### config.mk
export PLATFORM = sky130hd
export DESIGN_NAME = reorder_buffer_flat
export DESIGN_NICKNAME = d
export VERILOG_FILES = /design/src/rtl/reorder_buffer_pkg.sv /design/src/rtl/reorder_buffer_if.sv /design/src/rtl/reorder_buffer.sv /design/src/flat_wrapper.sv
export SDC_FILE = /design/constraint.sdc
export NUM_CORES = 1
export LEC_CHECK = 0
export CAP_MARGIN = 20
export CELL_PAD_IN_SITES_DETAIL_PLACEMENT = 0
export CELL_PAD_IN_SITES_GLOBAL_PLACEMENT = 1
export CORE_UTILIZATION = 25
export CTS_BUF_LIST = sky130_fd_sc_hd__clkbuf_4
export CTS_CLUSTER_SIZE = 30
export DETAILED_ROUTE_END_ITERATION = 6
export PLACE_DENSITY_LB_ADDON = 0.1
export RECOVER_POWER = 50
export SYNTH_ARGS = -nofsm -noshare
export SYNTH_HDL_FRONTEND = slang
export SYNTH_SLANG_ARGS = --single-unit
### constraint.sdc
create_clock -name clk -period 3.55 [get_ports clk]
set_input_delay 0.71 -clock clk [delete_from_list [all_inputs] [get_ports clk]]
set_output_delay 0.71 -clock clk [all_outputs]
set_load 0.02 [all_outputs]
### src/rtl/reorder_buffer_pkg.sv
// rtl/reorder_buffer_pkg.sv - shared ROB types and sizes (package qu_common)
// Purpose: ROB depth, tag/count types and the per-entry record.
// Ports: none (package).
// Config macro used by the design: QU_ROB_CDB_BYPASS_EN (see reorder_buffer.sv).
package qu_common;

  localparam int ROB_DEPTH          = 16;
  localparam int ROB_ADDR_WIDTH     = $clog2(ROB_DEPTH);
  localparam int PHY_RF_ADDR_WIDTH  = 6;

  typedef logic [ROB_ADDR_WIDTH-1:0]    rob_addr_t;
  typedef logic [ROB_ADDR_WIDTH-1:0]    rob_cnt_t;   // 0..ROB_DEPTH-1 fits exactly
  typedef logic [PHY_RF_ADDR_WIDTH-1:0] phy_addr_t;

  typedef struct packed {
    logic      valid;
    logic      done;
    logic      dest_valid;
    phy_addr_t dest;
    phy_addr_t phyreg_old;
    logic [31:0] data;
  } rob_entry_t;

endpackage

### src/rtl/reorder_buffer_if.sv
// rtl/reorder_buffer_if.sv - allocate / CDB / retire signal bundle for the ROB
// Purpose: groups all ROB handshake signals.
// Modports: slave = ROB side (takes alloc/cdb, drives status/retire),
//           master = environment side (drives alloc/cdb, observes status/retire).
interface reorder_buffer_if import qu_common::*; ();

  logic        alloc_en;
  logic        alloc_dest_valid;
  phy_addr_t   alloc_dest;
  phy_addr_t   alloc_phyreg_old;
  rob_addr_t   rob_tail_ptr;
  logic        rob_full;
  logic        rob_empty;
  logic        cdb_valid;
  rob_addr_t   cdb_rob_addr;
  logic [31:0] cdb_data;
  logic        retire_en;
  rob_addr_t   retire_rob_addr;
  logic        retire_dest_valid;
  phy_addr_t   retire_dest;
  phy_addr_t   retire_phyreg_old;
  logic [31:0] retire_data;
  logic        alloc_overflow;

  modport slave (
    input  alloc_en, alloc_dest_valid, alloc_dest, alloc_phyreg_old,
    input  cdb_valid, cdb_rob_addr, cdb_data,
    output rob_tail_ptr, rob_full, rob_empty,
    output retire_en, retire_rob_addr, retire_dest_valid, retire_dest,
    output retire_phyreg_old, retire_data, alloc_overflow
  );

  modport master (
    output alloc_en, alloc_dest_valid, alloc_dest, alloc_phyreg_old,
    output cdb_valid, cdb_rob_addr, cdb_data,
    input  rob_tail_ptr, rob_full, rob_empty,
    input  retire_en, retire_rob_addr, retire_dest_valid, retire_dest,
    input  retire_phyreg_old, retire_data, alloc_overflow
  );

endinterface

### src/rtl/reorder_buffer.sv
// rtl/reorder_buffer.sv - in-order retirement buffer with 15 usable tags (tag 0 = no tag)
// Purpose: allocates entries at tail, marks them done from the CDB, retires the
//          head entry in order, one per cycle.
// Ports: clk (clock), rst (synchronous active-low reset),
//        rob (reorder_buffer_if.slave: alloc, cdb, status and retire signals).
// Config: define QU_ROB_CDB_BYPASS_EN to let a CDB hit on the head retire it in
//         the same cycle; undefined, completion is retire-visible one cycle later.
module reorder_buffer import qu_common::*; (
  input  logic             clk,
  input  logic             rst,
  reorder_buffer_if.slave  rob
);

  rob_entry_t entries [ROB_DEPTH];
  rob_addr_t  head;
  rob_addr_t  tail;
  rob_cnt_t   count;

  logic alloc_fire;
  logic cdb_hit;
  logic bypass_hit;

  // Tag 0 is reserved, so the wrap goes from ROB_DEPTH-1 straight to 1.
  function automatic rob_addr_t ptr_incr(rob_addr_t p);
    return (p == rob_addr_t'(ROB_DEPTH - 1)) ? rob_addr_t'(1) : p + rob_addr_t'(1);
  endfunction

  assign rob.rob_empty    = (count == rob_cnt_t'(0));
  assign rob.rob_full     = (count == rob_cnt_t'(ROB_DEPTH - 1));
  assign rob.rob_tail_ptr = tail;

  assign alloc_fire = rob.alloc_en && !rob.rob_full;
  assign cdb_hit    = rob.cdb_valid && (rob.cdb_rob_addr != rob_addr_t'(0)) &&
                      entries[rob.cdb_rob_addr].valid;

`ifdef QU_ROB_CDB_BYPASS_EN
  assign bypass_hit = cdb_hit && (rob.cdb_rob_addr == head) && !entries[head].done;
`else
  assign bypass_hit = 1'b0;
`endif

  always_comb begin
    rob.retire_en         = 1'b0;
    rob.retire_rob_addr   = '0;
    rob.retire_dest_valid = 1'b0;
    rob.retire_dest       = '0;
    rob.retire_phyreg_old = '0;
    rob.retire_data       = '0;
    if (!rob.rob_empty && (entries[head].done || bypass_hit)) begin
      rob.retire_en         = 1'b1;
      rob.retire_rob_addr   = head;
      rob.retire_dest_valid = entries[head].dest_valid;
      rob.retire_dest       = entries[head].dest;
      rob.retire_phyreg_old = entries[head].phyreg_old;
      rob.retire_data       = bypass_hit ? rob.cdb_data : entries[head].data;
    end
  end

  always_ff @(posedge clk) begin
    if (!rst) begin
      head               <= rob_addr_t'(1);
      tail               <= rob_addr_t'(1);
      count              <= '0;
      rob.alloc_overflow <= 1'b0;
      for (int i = 0; i < ROB_DEPTH; i++) entries[i] <= '0;
    end else begin
      if (cdb_hit) begin
        entries[rob.cdb_rob_addr].done <= 1'b1;
        entries[rob.cdb_rob_addr].data <= rob.cdb_data;
      end
      // Retire clear is placed after the CDB write so a bypassed head ends up empty.
      if (rob.retire_en) begin
        entries[head].valid <= 1'b0;
        entries[head].done  <= 1'b0;
        head                <= ptr_incr(head);
      end
      // tail never equals an occupied head unless full, and full blocks allocation.
      if (alloc_fire) begin
        entries[tail].valid      <= 1'b1;
        entries[tail].done       <= 1'b0;
        entries[tail].dest_valid <= rob.alloc_dest_valid;
        entries[tail].dest       <= rob.alloc_dest;
        entries[tail].phyreg_old <= rob.alloc_phyreg_old;
        entries[tail].data       <= '0;
        tail                     <= ptr_incr(tail);
      end
      unique case ({alloc_fire, rob.retire_en})
        2'b10:   count <= count + rob_cnt_t'(1);
        2'b01:   count <= count - rob_cnt_t'(1);
        default: count <= count;
      endcase
      if (rob.alloc_en && rob.rob_full) rob.alloc_overflow <= 1'b1;
    end
  end

endmodule

### src/flat_wrapper.sv
// flat-port wrapper written by rule: the top's interface ports become plain ports
module reorder_buffer_flat import qu_common::*;
  (clk, rst, rob_alloc_en, rob_alloc_dest_valid, rob_alloc_dest, rob_alloc_phyreg_old, rob_cdb_valid, rob_cdb_rob_addr, rob_cdb_data, rob_rob_tail_ptr, rob_rob_full, rob_rob_empty, rob_retire_en, rob_retire_rob_addr, rob_retire_dest_valid, rob_retire_dest, rob_retire_phyreg_old, rob_retire_data, rob_alloc_overflow);
  reorder_buffer_if rob_i ();
  input  logic clk;
  input  logic rst;
  input wire logic [$bits(rob_i.alloc_en)-1:0] rob_alloc_en;
  input wire logic [$bits(rob_i.alloc_dest_valid)-1:0] rob_alloc_dest_valid;
  input wire logic [$bits(rob_i.alloc_dest)-1:0] rob_alloc_dest;
  input wire logic [$bits(rob_i.alloc_phyreg_old)-1:0] rob_alloc_phyreg_old;
  input wire logic [$bits(rob_i.cdb_valid)-1:0] rob_cdb_valid;
  input wire logic [$bits(rob_i.cdb_rob_addr)-1:0] rob_cdb_rob_addr;
  input wire logic [$bits(rob_i.cdb_data)-1:0] rob_cdb_data;
  output wire logic [$bits(rob_i.rob_tail_ptr)-1:0] rob_rob_tail_ptr;
  output wire logic [$bits(rob_i.rob_full)-1:0] rob_rob_full;
  output wire logic [$bits(rob_i.rob_empty)-1:0] rob_rob_empty;
  output wire logic [$bits(rob_i.retire_en)-1:0] rob_retire_en;
  output wire logic [$bits(rob_i.retire_rob_addr)-1:0] rob_retire_rob_addr;
  output wire logic [$bits(rob_i.retire_dest_valid)-1:0] rob_retire_dest_valid;
  output wire logic [$bits(rob_i.retire_dest)-1:0] rob_retire_dest;
  output wire logic [$bits(rob_i.retire_phyreg_old)-1:0] rob_retire_phyreg_old;
  output wire logic [$bits(rob_i.retire_data)-1:0] rob_retire_data;
  output wire logic [$bits(rob_i.alloc_overflow)-1:0] rob_alloc_overflow;
  assign rob_i.alloc_en = rob_alloc_en;
  assign rob_i.alloc_dest_valid = rob_alloc_dest_valid;
  assign rob_i.alloc_dest = rob_alloc_dest;
  assign rob_i.alloc_phyreg_old = rob_alloc_phyreg_old;
  assign rob_i.cdb_valid = rob_cdb_valid;
  assign rob_i.cdb_rob_addr = rob_cdb_rob_addr;
  assign rob_i.cdb_data = rob_cdb_data;
  assign rob_rob_tail_ptr = rob_i.rob_tail_ptr;
  assign rob_rob_full = rob_i.rob_full;
  assign rob_rob_empty = rob_i.rob_empty;
  assign rob_retire_en = rob_i.retire_en;
  assign rob_retire_rob_addr = rob_i.retire_rob_addr;
  assign rob_retire_dest_valid = rob_i.retire_dest_valid;
  assign rob_retire_dest = rob_i.retire_dest;
  assign rob_retire_phyreg_old = rob_i.retire_phyreg_old;
  assign rob_retire_data = rob_i.retire_data;
  assign rob_alloc_overflow = rob_i.alloc_overflow;
  reorder_buffer u_core (.clk(clk), .rst(rst), .rob(rob_i));
endmodule
Word level (Yosys, flattened, before mapping)

Memory sizes are Yosys's and may differ from the RTL's. A register that Yosys moved wholly into a read port is not among the register bits.
Index checks and enable logic that the tools add are counted.

Multiplexer cells: 30
Add/subtract/negate cells: 4
Reduce and logical (&&, ||, !) cells: 13
Equality and inequality tests: 5

Operators by type and width:

| operator                                                           | number |
|---|---|
| 47-bit 2-to-1 mux                                                  | 3 |
| 47-bit OR reduction                                                | 3 |
| 32-bit 2-to-1 mux                                                  | 1 |
| 4-bit 2-to-1 mux                                                   | 8 |
| 1-bit 2-to-1 mux                                                   | 13 |
| 4-bit by 1-bit adder with 4-bit output, second input constant      | 3 |
| 4-bit == test, second input constant                               | 3 |
| 6-bit 2-to-1 mux                                                   | 2 |
| 4-bit case mux with 2 select lines                                 | 1 |
| 1-bit logical AND                                                  | 5 |
| 4-bit logical NOT                                                  | 1 |
| 2-bit 2-to-1 mux                                                   | 2 |
| 4-bit nonzero test                                                 | 1 |
| 4-bit by 1-bit subtractor with 4-bit output, second input constant | 1 |
| 2-bit by 1-bit == test with 1-bit output, second input constant    | 1 |
| 2-bit == test, second input constant                               | 1 |
| 1-bit logical NOT                                                  | 2 |
| 2-bit nonzero test                                                 | 1 |

Bits in writable memories: 752
Output and inout bits: 57
Flip-flop bits (word level): 13
Memories: 1

Memories:

| memory         | depth | bits a word | rd ports | clocked after memory_dff | write ports | RTL line             | text |
|---|---|---|---|---|---|---|---|
| u_core.entries | 16    | 47          | 2        | 1                        | 16          | reorder_buffer.sv:14 | `rob_entry_t entries [ROB_DEPTH];` |

Depth between registers and ports, before layout

Gate-level depths: netlist of the first run.

Word-level depth: 9
Depth in mapped cells: 16

Worst setup path after synthesis of the first run

OpenSTA, ideal clock, no wires.

Path kind: register -> register
From: register u_core.count[1]
To: register u_core.count[2]
Library setup time: 72 ps
Period minus slack after synthesis: 3226 ps
Required time: 3478 ps
Data arrival time: 3154 ps
Slack: 324 ps
Stages on the path, launching flop included: 16
Cells stage by stage: dfxtp_1 -> buf_2 -> nor4_2 -> a311oi_1 -> and3_1 -> nor2_4 -> inv_2 -> buf_6 -> buf_2 -> ha_1 -> xor2_1 -> ha_1 -> a21oi_1 -> xor2_1 -> or3_1 -> a21oi_1

Longest elaborated chain between the ends: 6

Ends and longest elaborated chain:

| item                                                                             | RTL line             | text |
|---|---|---|
| start: declaration                                                               | reorder_buffer.sv:17 | `rob_cnt_t count;` |
| start signal: assignment                                                         | reorder_buffer.sv:88 | `2'b10: count <= count + rob_cnt_t'(1);` |
| start signal: assignment                                                         | reorder_buffer.sv:89 | `2'b01: count <= count - rob_cnt_t'(1);` |
| start signal: assignment                                                         | reorder_buffer.sv:90 | `default: count <= count;` |
| 4-bit logical NOT *                                                              | reorder_buffer.sv:28 | `assign rob.rob_empty = (count == rob_cnt_t'(0));` |
| via rob_rob_empty                                                                | flat_wrapper.sv:16   | `output wire logic [$bits(rob_i.rob_empty)-1:0] rob_rob_empty;` |
| 1-bit logical NOT *                                                              | reorder_buffer.sv:49 | `if (!rob.rob_empty && (entries[head].done \|\| bypass_hit)) begin` |
| 1-bit logical AND *                                                              | reorder_buffer.sv:49 |  |
| 1-bit 2-to-1 mux *                                                               | reorder_buffer.sv:49 |  |
| via rob_retire_en                                                                | flat_wrapper.sv:17   | `output wire logic [$bits(rob_i.retire_en)-1:0] rob_retire_en;` |
| 2-bit by 1-bit == test with 1-bit output / 2-bit == test (equally long branches) | reorder_buffer.sv:87 | `unique case ({alloc_fire, rob.retire_en})` |
| 4-bit case mux with 2 select lines / 2-bit nonzero test (equally long branches)  | --                   |  |

Mark *: on every way through the listed nets, which the timed path passes. The rest lies on a longest branch.
A chain may end at the register's enable or synchronous reset.

==> impl_metrics.json, run 1 <==
{
  "status": "finished with violations",
  "violations": "negative setup slack",
  "grt_usage": 0.196,
  "tightest_slew_ps": 1180,
  "synth_edf_count": 208,
  "drt_pass1_iterations": 5,
  "die_height_um": 365,
  "cts_buffers": 224,
  "crit_type": "reg2out",
  "syn_nets": 2871,
  "dp_hpwl_um": 74000,
  "syn_to_final_growth_pct": 23.3,
  "dp.cells": 4496,
  "h-tree-depth": 4,
  "fp.coreArea_mm2": 0.130,
  "port_buffers": 109,
  "rrSetupSlack_ps": 340,
  "vdd_drop_max_mv": 0.194,
  "async_flop_share": 0,
  "power_density_mw_per_mm2": 463,
  "avgSynthCellArea_um2": 11.8,
  "clockBufferDepth": 3,
  "drive_above_1_share": 0.290,
  "antenna_left": 0,
  "worstPathArrival_ps": 3340,
  "rsz0062_at_grt": "yes",
  "nets": 3123,
  "synth.ff_latch_count": 768,
  "gp_congestion": 0.794,
  "synth_cells": 2807,
  "maxSlewViolCount": 0,
  "drc_errors": 0,
  "hold_viol": 0,
  "synth_ff_type": "dfxtp_1",
  "holdCritPathClass": "in2reg",
  "finalClockSkew_ps": 72.3,
  "drtIter0Drc": 1904,
  "critPathRequiredTime_ps": 2840,
  "routed_wl_um": 132000,
  "io_pins": 110,
  "cts_tree": "done",
  "fmax_mhz": 247,
  "fin_tns_setup_ps": -19900,
  "grt_max_degree": 174,
  "synth_seq_area_share": 0.529,
  "clk_pin_slew_ps": 70,
  "initial_core_util": 0.253,
  "min_period_ps": 4050,
  "antenna_found_initial": 12,
  "grt_overflow": 0,
  "synth.distinct_cells": 56,
  "stdcell_count": 4978,
  "setup_viol": 50,
  "wl_per_cell_um": 26.5,
  "min_period_over_period": 1.14,
  "cap_violations": 0,
  "r2r_end": "u_core.count[2]$_SDFFE_PN0P_",
  "setup_ws_ps": -496,
  "rr_worst_depth": 17,
  "crit_path_end_kind": "primary output",
  "vias_per_cell": 5.05,
  "leakage_nw": 15.0,
  "slew_headroom": 0.215,
  "worstHoldPathCells": 3,
  "cts_sinks": 768,
  "die_w_um": 365,
  "worstHoldStart": "rob_alloc_en",
  "fp-row-count": 132,
  "cts-root-buf": "clkbuf_4",
  "yosysWarnings": 0,
  "cp_max_fo": 8,
  "clk_latency_ps": 1130,
  "die_area_mm2": 0.134,
  "via_count": 25200,
  "grt_pass1_wl_um": 188000,
  "holdPathEnd": "u_core.rob.alloc_overflow$_SDFFE_PN0P_",
  "start_kind": "flip-flop",
  "grt_pass1_vias": 25800,
  "syn_area_mm2": 0.0330
}
timing repair:
item	in CTS	in global routing
pin swaps	26	17
resized for setup	407	38
endpoints found under the setup margin	50	50
cloned	14	4
hold buffers	1	0
endpoints found under the hold margin	10	0
setup buffers	47	22
report_power, final:
group	internal, W	leakage (nW)	switching (W)
clock network	0.00427	1.67	0.00409
registers	0.00910	6.66	0.0000434
logic	0.000544	6.64	0.000829
registers in the layout (all words and copies together), names as in the netlist, named ones only:
name and cells:
u_core.rob.alloc_overflow 1, u_core.count 4, u_core.head 4, u_core.rob.rob_tail_ptr 4, u_core.entries 751
cell families (layout without fill, tap and decap cells):
logic type,Yosys count,in the layout,synth area share
other cells,0,6,0
fa+ha+maj,11,11,0.00417
compound gates,569,569,0.118
flops,768,768,0.529
buf+inv,312,735,0.0439
xor+xnor,7,7,0.00186
simple gates,905,905,0.141
mux,235,235,0.162
Yosys cell counts, drive strengths merged, types with 2 or more instances:
cell type,instances,area share
ha,11,0.0042
a21oi,266,0.040
xor2,6,0.0016
a41oi,7,0.0021
or2,5,0.00095
dfxtp,560,0.34
and4,2,0.00053
a311oi,8,0.0021
nand4,15,0.0030
clkbuf,200,0.023
and2,296,0.056
nand2b,8,0.0015
a211oi,2,0.00045
a22o,253,0.067
a21o,5,0.0011
mux4,225,0.16
and4b,2,0.00061
buf,98,0.020
nand2,255,0.029
a31oi,11,0.0021
and3,7,0.0013
o21ai,11,0.0017
edfxtp,208,0.19
nand4b,5,0.0013
mux2i,10,0.0030
nor2,48,0.0057
nand3,241,0.037
nor2b,14,0.0027
inv,13,0.0015
layer usage:
| layer | vias up | global-route usage | wire length (um) |
|---|---|---|---|
| met2 | 890 | 0.315 | 61900 |
| met5 | - | 0 | 13 |
| met3 | 203 | 0.0434 | 8110 |
| met4 | 2 | 0.0568 | 2500 |
| li1 | 11000 | - | - |
| met1 | 13000 | 0.262 | 59200 |
final cells by class:
cell class	instances	area, um2
fill	13200	89600
sequential	768	17500
multi-input combinational	1727	14400
timing repair buffer	324	3850
clock buffer	331	2480
tap	1742	2180
clock inverter	66	320
inverter	14	60.1
antenna	6	15.0
critical path, cell delays in order, from the launching register on:
cell	delay, ps
dfxtp_4	370
buf_12	140
buf_16	160
buf_12	160
buf_12	110
mux4_2	540
mux4_2	480
and2_4	150
buf_6	120
cell usage in the layout, fill, tap and decap left out, types with 8 or more instances in the layout:
master and instances:
buf_16 11, nor2_4 19, and2_4 45, a22o_1 253, clkdlybuf4s50_1 58, nand3_1 237
edfxtp_1 208, inv_1 11, a21oi_1 266, nand2b_1 8, clkinv_1 48, ha_1 11
mux4_2 218, dfxtp_1 557, clkbuf_4 331, a31oi_1 11, nor2_1 29, nand4_1 15
buf_12 60, nand2_1 255, buf_6 53, nor2b_1 8, and2_1 248, buf_4 128
worst max path at each step:
stage                                 startpoint  cells past startpoint                      endpoint  slack, ps
global placement                       flip-flop                      6            rob_retire_data[1]        130
floorplan           u_core.count[1]$_SDFFE_PN0P_                     15  u_core.count[2]$_SDFFE_PN0P_        320
detailed placement                     flip-flop                      6            rob_retire_data[1]        100
CTS                                    flip-flop                      6           rob_retire_data[29]       -790
finish                                 flip-flop                      8            rob_retire_data[1]       -500
global route                           flip-flop                      8            rob_retire_data[1]       -740
through the flow:
stage	setup slack (ps)	instance area, um2	total power, W	hold slack [ps]	util
finish	-496	40700	0.0189	399	0.313
global route	-740	40700	0.0198	328	0.313
CTS	-787	40700	0.0192	194	0.312
detailed placement	100	36700	0.0105	440	0.282
global placement	134	36700	0.0105	430	0.282
floorplan	324	33000	0.00994	411	-
Power figures use the tool's default switching activity.
==> run 2, diff against run 1 <==
--- a/config.mk
+++ b/config.mk
@@ -9,7 +9,6 @@
 export CELL_PAD_IN_SITES_DETAIL_PLACEMENT = 0
 export CELL_PAD_IN_SITES_GLOBAL_PLACEMENT = 1
 export CORE_UTILIZATION = 25
-export CTS_BUF_LIST = sky130_fd_sc_hd__clkbuf_4
 export CTS_CLUSTER_SIZE = 30
 export DETAILED_ROUTE_END_ITERATION = 6
 export PLACE_DENSITY_LB_ADDON = 0.1
==> constraint.sdc (replaced) <==
create_clock -name clk -period 3.5 [get_ports clk]
set_input_delay 0.7 -clock clk [delete_from_list [all_inputs] [get_ports clk]]
set_output_delay 0.7 -clock clk [all_outputs]
set_load 0.02 [all_outputs]
==> impl_metrics.json, run 2 (synthesis results as in run 1) <==
{
  "setup_viol": 41,
  "h-tree-depth": 3,
  "tightest_slew_ps": 1190,
  "antenna_found_initial": 8,
  "cp_max_fo": 7,
  "via_count": 24300,
  "layout_commonest_cell": "dfxtp_1",
  "grt_usage": 0.196,
  "critPathMaxStageDelay_ps": 520,
  "maxSlewViolCount": 0,
  "routed_wl_um": 132000,
  "slew_headroom": 0.206,
  "power_density_mw_per_mm2": 490,
  "drt_pass1_iterations": 5,
  "worstPathArrival_ps": 2950,
  "cts_buffers": 94,
  "path_cells": "buf_12, buf_12, buf_12, mux4_2, mux4_2, and2_4, buf_12",
  "drtIter0Drc": 1915,
  "fin_tns_setup_ps": -3030,
  "clk_pin_slew_ps": 60,
  "hold_viol": 0,
  "fp.coreArea_mm2": 0.130,
  "path_buf_inv": 4,
  "die_w_um": 365,
  "start_kind": "flip-flop",
  "cts_sinks": 768,
  "initial_core_util": 0.253,
  "grt_pass1_wl_um": 188000,
  "nets": 2988,
  "critPathRequiredTime_ps": 2800,
  "grt_max_degree": 168,
  "setup_ws_ps": -151,
  "min_period_ps": 3650,
  "vdd_drop_max_mv": 0.417,
  "io_pins": 110,
  "mostFrequentLayoutCells": "557 x dfxtp_1, 266 x a21oi_1, 255 x nand2_1",
  "holdCritPathClass": "in2reg",
  "drc_errors": 0,
  "crit_path_end_kind": "primary output",
  "rsz0062_at_grt": "yes",
  "min_period_over_period": 1.04,
  "syn_to_final_growth_pct": 23.2,
  "largest_reg_flops": 751,
  "die_height_um": 365,
  "port_buffers": 109,
  "fmax_mhz": 274,
  "grt_pass1_vias": 25000,
  "crit_family": "multiplexers",
  "cap_violations": 0,
  "finalClockSkew_ps": 45.9,
  "antenna_left": 0,
  "vias_per_cell": 5.14,
  "grt_overflow": 0,
  "wl_per_cell_um": 27.8,
  "dp_hpwl_um": 75000,
  "fp-row-count": 132,
  "cts-root-buf": "clkbuf_16",
  "clk_latency_ps": 710,
  "crit_type": "reg2out",
  "gp_congestion": 0.774,
  "cpMostUsedCell": "buf_12",
  "drive_above_1_share": 0.233,
  "die_area_mm2": 0.134,
  "crit_path_top_delay_cell": "mux4_2",
  "clockBufferDepth": 3,
  "holdWs_ps": 448,
  "violations": "negative setup slack",
  "cts_tree": "done",
  "top_register": "u_core.entries",
  "leakage_nw": 14.7,
  "status": "finished with violations"
}
-- run 2: cell count changes in the layout (fill, tap and decap cells not counted), moves of 9 or more --
cell / previous run / this run
clkinv_1: 48 / 12
clkbuf_16: 4 / 95
clkinv_2: 4 / 14
clkbuf_1: 0 / 29
buf_4: 128 / 119
clkbuf_4: 331 / 0
-- run 2: routing by layer --
metal  vias up  part of all wire  GRT usage
li1      10600                 -          -
met1     12700              0.45      0.270
met2       827              0.46      0.315
met3       190             0.059     0.0336
met4         0             0.023     0.0555
met5         -                 0          0
-- run 2: final timing paths --
check / startpoint / depth (start not counted) / to / slack [ps]
worst max-delay path: flip-flop / 7 / rob_retire_data[4] / -150
worst min-delay path: rst / 4 / u_core.entries[12][45]$_SDFF_PP0_ / 450
worst max register to register: flip-flop / 14 / u_core.count[2]$_SDFFE_PN0P_ / 530
worst min register to register: u_core.entries[0][14]$_SDFFE_PP0P_ / 1 / u_core.entries[0][14]$_SDFFE_PP0P_ / 450
-- run 2: where the power goes --
part / internal [W] / total, W / switching (W)
Sequential: 0.00923 / 0.00928 / 0.0000467
Clock: 0.00521 / 0.00926 / 0.00404
Combinational: 0.000540 / 0.00138 / 0.000838
Total: 0.0150 / 0.0199 / 0.00493
-- run 2: metrics by stage --
stage | std cells | setup WS, ps | util | total power, W | cell area [um2]
after CTS | 4736 | -286 | 0.313 | 0.0202 | 40800
final | 4736 | -151 | 0.312 | 0.0199 | 40700
after detailed placement | 4510 | 60.8 | 0.283 | 0.0107 | 36900
after global placement | 4510 | 73.6 | 0.283 | 0.0107 | 36900
after global routing | 4735 | -216 | 0.312 | 0.0206 | 40700
after floorplan | 2807 | 274 | - | 0.0101 | 33000
-- run 2: area by class of cell --
class / instances / area, um2
antenna: 1 / 2.50
timing repair buffer: 319 / 3810
tap: 1742 / 2180
inverter: 14 / 67.6
fill: 13000 / 89600
sequential: 768 / 17500
multi-input combinational: 1727 / 14300
clock inverter: 34 / 285
clock buffer: 131 / 2570
-- run 2: worst reg2reg max path, stage by stage (launching register included) --
cell and delay, ps:
dfxtp_4 430, buf_2 200, mux2i_1 200, nand3_1 150, and3_4 200, nor2_4 160
clkinv_8 90, buf_6 170, ha_1 270, xor2_1 160, ha_1 180, a21oi_1 150
xor2_1 90, or3_1 310, a21oi_1 140
-- run 2: timing repair --
action,CTS,global route
gates resized for setup,378,38
endpoints found under the setup margin,50,50
setup buffers,48,9
pin swaps,37,3
hold buffers,0,0
cloned,14,1
==> run 3, diff against run 2 <==
--- a/config.mk
+++ b/config.mk
@@ -5,7 +5,7 @@
 export SDC_FILE = /design/constraint.sdc
 export NUM_CORES = 1
 export LEC_CHECK = 0
-export CAP_MARGIN = 20
+export CAP_MARGIN = 25
 export CELL_PAD_IN_SITES_DETAIL_PLACEMENT = 0
 export CELL_PAD_IN_SITES_GLOBAL_PLACEMENT = 1
 export CORE_UTILIZATION = 25
==> impl_metrics.json, run 3 (synthesis results as in run 1) <==
{
  "dp_hpwl_um": 75000,
  "via_count": 24300,
  "cts_buffers": 94,
  "multi_input_area_mm2": 0.0143,
  "fp.coreArea_mm2": 0.130,
  "drt_pass1_iterations": 5,
  "worstHoldPathCells": 3,
  "port_buffers": 109,
  "hold_viol": 0,
  "layout_commonest_cell": "dfxtp_1",
  "worstPathArrival_ps": 2950,
  "finish.utilization": 0.312,
  "clk_pin_slew_ps": 60,
  "clk_latency_ps": 710,
  "top_register": "u_core.entries",
  "status": "finished with violations",
  "cap_violations": 0,
  "die_w_um": 365,
  "min_period_over_period": 1.04,
  "rsz0062_at_grt": "yes",
  "h-tree-depth": 3,
  "slew_headroom": 0.299,
  "crit_path_end_kind": "primary output",
  "violations": "negative setup slack",
  "rr_worst_depth": 14,
  "cts-root-buf": "clkbuf_16",
  "rrSetupSlack_ps": 520,
  "die_area_mm2": 0.134,
  "finalClockSkew_ps": 46.2,
  "cts_tree": "done",
  "clockBufferDepth": 3,
  "vdd_drop_max_mv": 0.416,
  "min_period_ps": 3650,
  "setup_ws_ps": -149,
  "leakage_nw": 14.7,
  "cts_sinks": 768,
  "cts_hold_buf": 0,
  "antenna_left": 0,
  "vias_per_cell": 5.14,
  "drtIter0Drc": 1866,
  "power_density_mw_per_mm2": 489,
  "routed_wl_um": 132000,
  "fp-row-count": 132,
  "largest_reg_flops": 751,
  "power_w": 0.0199,
  "grt_overflow": 0,
  "io_pins": 110,
  "maxSlewViolCount": 0,
  "initial_core_util": 0.253,
  "grt_max_degree": 168,
  "antenna_found_initial": 8,
  "drive_above_1_share": 0.233,
  "crit_type": "reg2out",
  "place_ws_ps": 60.8,
  "nets": 2989,
  "wl_per_cell_um": 27.8,
  "fin_tns_setup_ps": -3000,
  "grt_usage": 0.196,
  "holdWs_ps": 448,
  "holdCritPathClass": "in2reg",
  "mostFrequentLayoutCells": "557 x dfxtp_1, 266 x a21oi_1, 255 x nand2_1",
  "syn_to_final_growth_pct": 23.3,
  "fillers": 13000,
  "tightest_slew_ps": 1050,
  "setup_viol": 43,
  "start_kind": "flip-flop",
  "ff_latch_area_mm2": 0.0175,
  "drc_errors": 0,
  "grt_pass1_wl_um": 188000,
  "die_height_um": 365,
  "fmax_mhz": 274,
  "cp_max_fo": 7,
  "grt_pass1_vias": 25000,
  "critPathRequiredTime_ps": 2800,
  "gp_congestion": 0.774
}
run 3: routing by layer:
metal | GRT usage | wire, um
met5 | 0 | 0
met4 | 0.0555 | 2890
met3 | 0.0336 | 7920
met2 | 0.315 | 61200
met1 | 0.270 | 59600
run 3: what timing repair did:
| item | CTS | global route |
|---|---|---|
| setup endpoints to repair | 50 | 50 |
| gates resized for setup | 378 | 38 |
| cloned | 14 | 1 |
| pin swaps | 37 | 3 |
| setup buffers | 48 | 9 |
run 3: cell type report:
class                   count  area share
multi-input cells        1727       0.351
clock buffers             131      0.0632
flip-flops and latches    768       0.429
clock inverters            34     0.00701
diodes                      2    0.000123
well taps                1742      0.0535
repair buffers            320      0.0941
inverters                  14     0.00166
run 3: stage by stage:
stage,instances,instance area [um2]
6_report,4738,40700
5_1_grt,4736,40700
4_1_cts,4736,40800
3_5_place_dp,4510,36900
3_3_place_gp,4510,36900
2_1_floorplan,2807,33000
run 3: critical path, cell delays in order, from the launching register on:
cell and delay, ps:
dfxtp_4 430, buf_12 180, buf_12 150, buf_12 130
mux4_2 510, mux4_2 520, and2_4 190, buf_12 130
run 3: power by group:
| part | switching (W) | internal (W) |
|---|---|---|
| Sequential | 0.0000465 | 0.00923 |
| Combinational | 0.000835 | 0.000543 |
| Clock | 0.00404 | 0.00521 |
| Total | 0.00492 | 0.0150 |
run 3: path summary, 6_finish.rpt:
check	start	end
max	flip-flop	rob_retire_data[4]
min reg2reg	u_core.entries[0][14]$_SDFFE_PP0P_	u_core.entries[0][14]$_SDFFE_PP0P_
min	rst	u_core.entries[3][46]$_SDFFE_PP1P_
max reg2reg	flip-flop	u_core.count[2]$_SDFFE_PN0P_
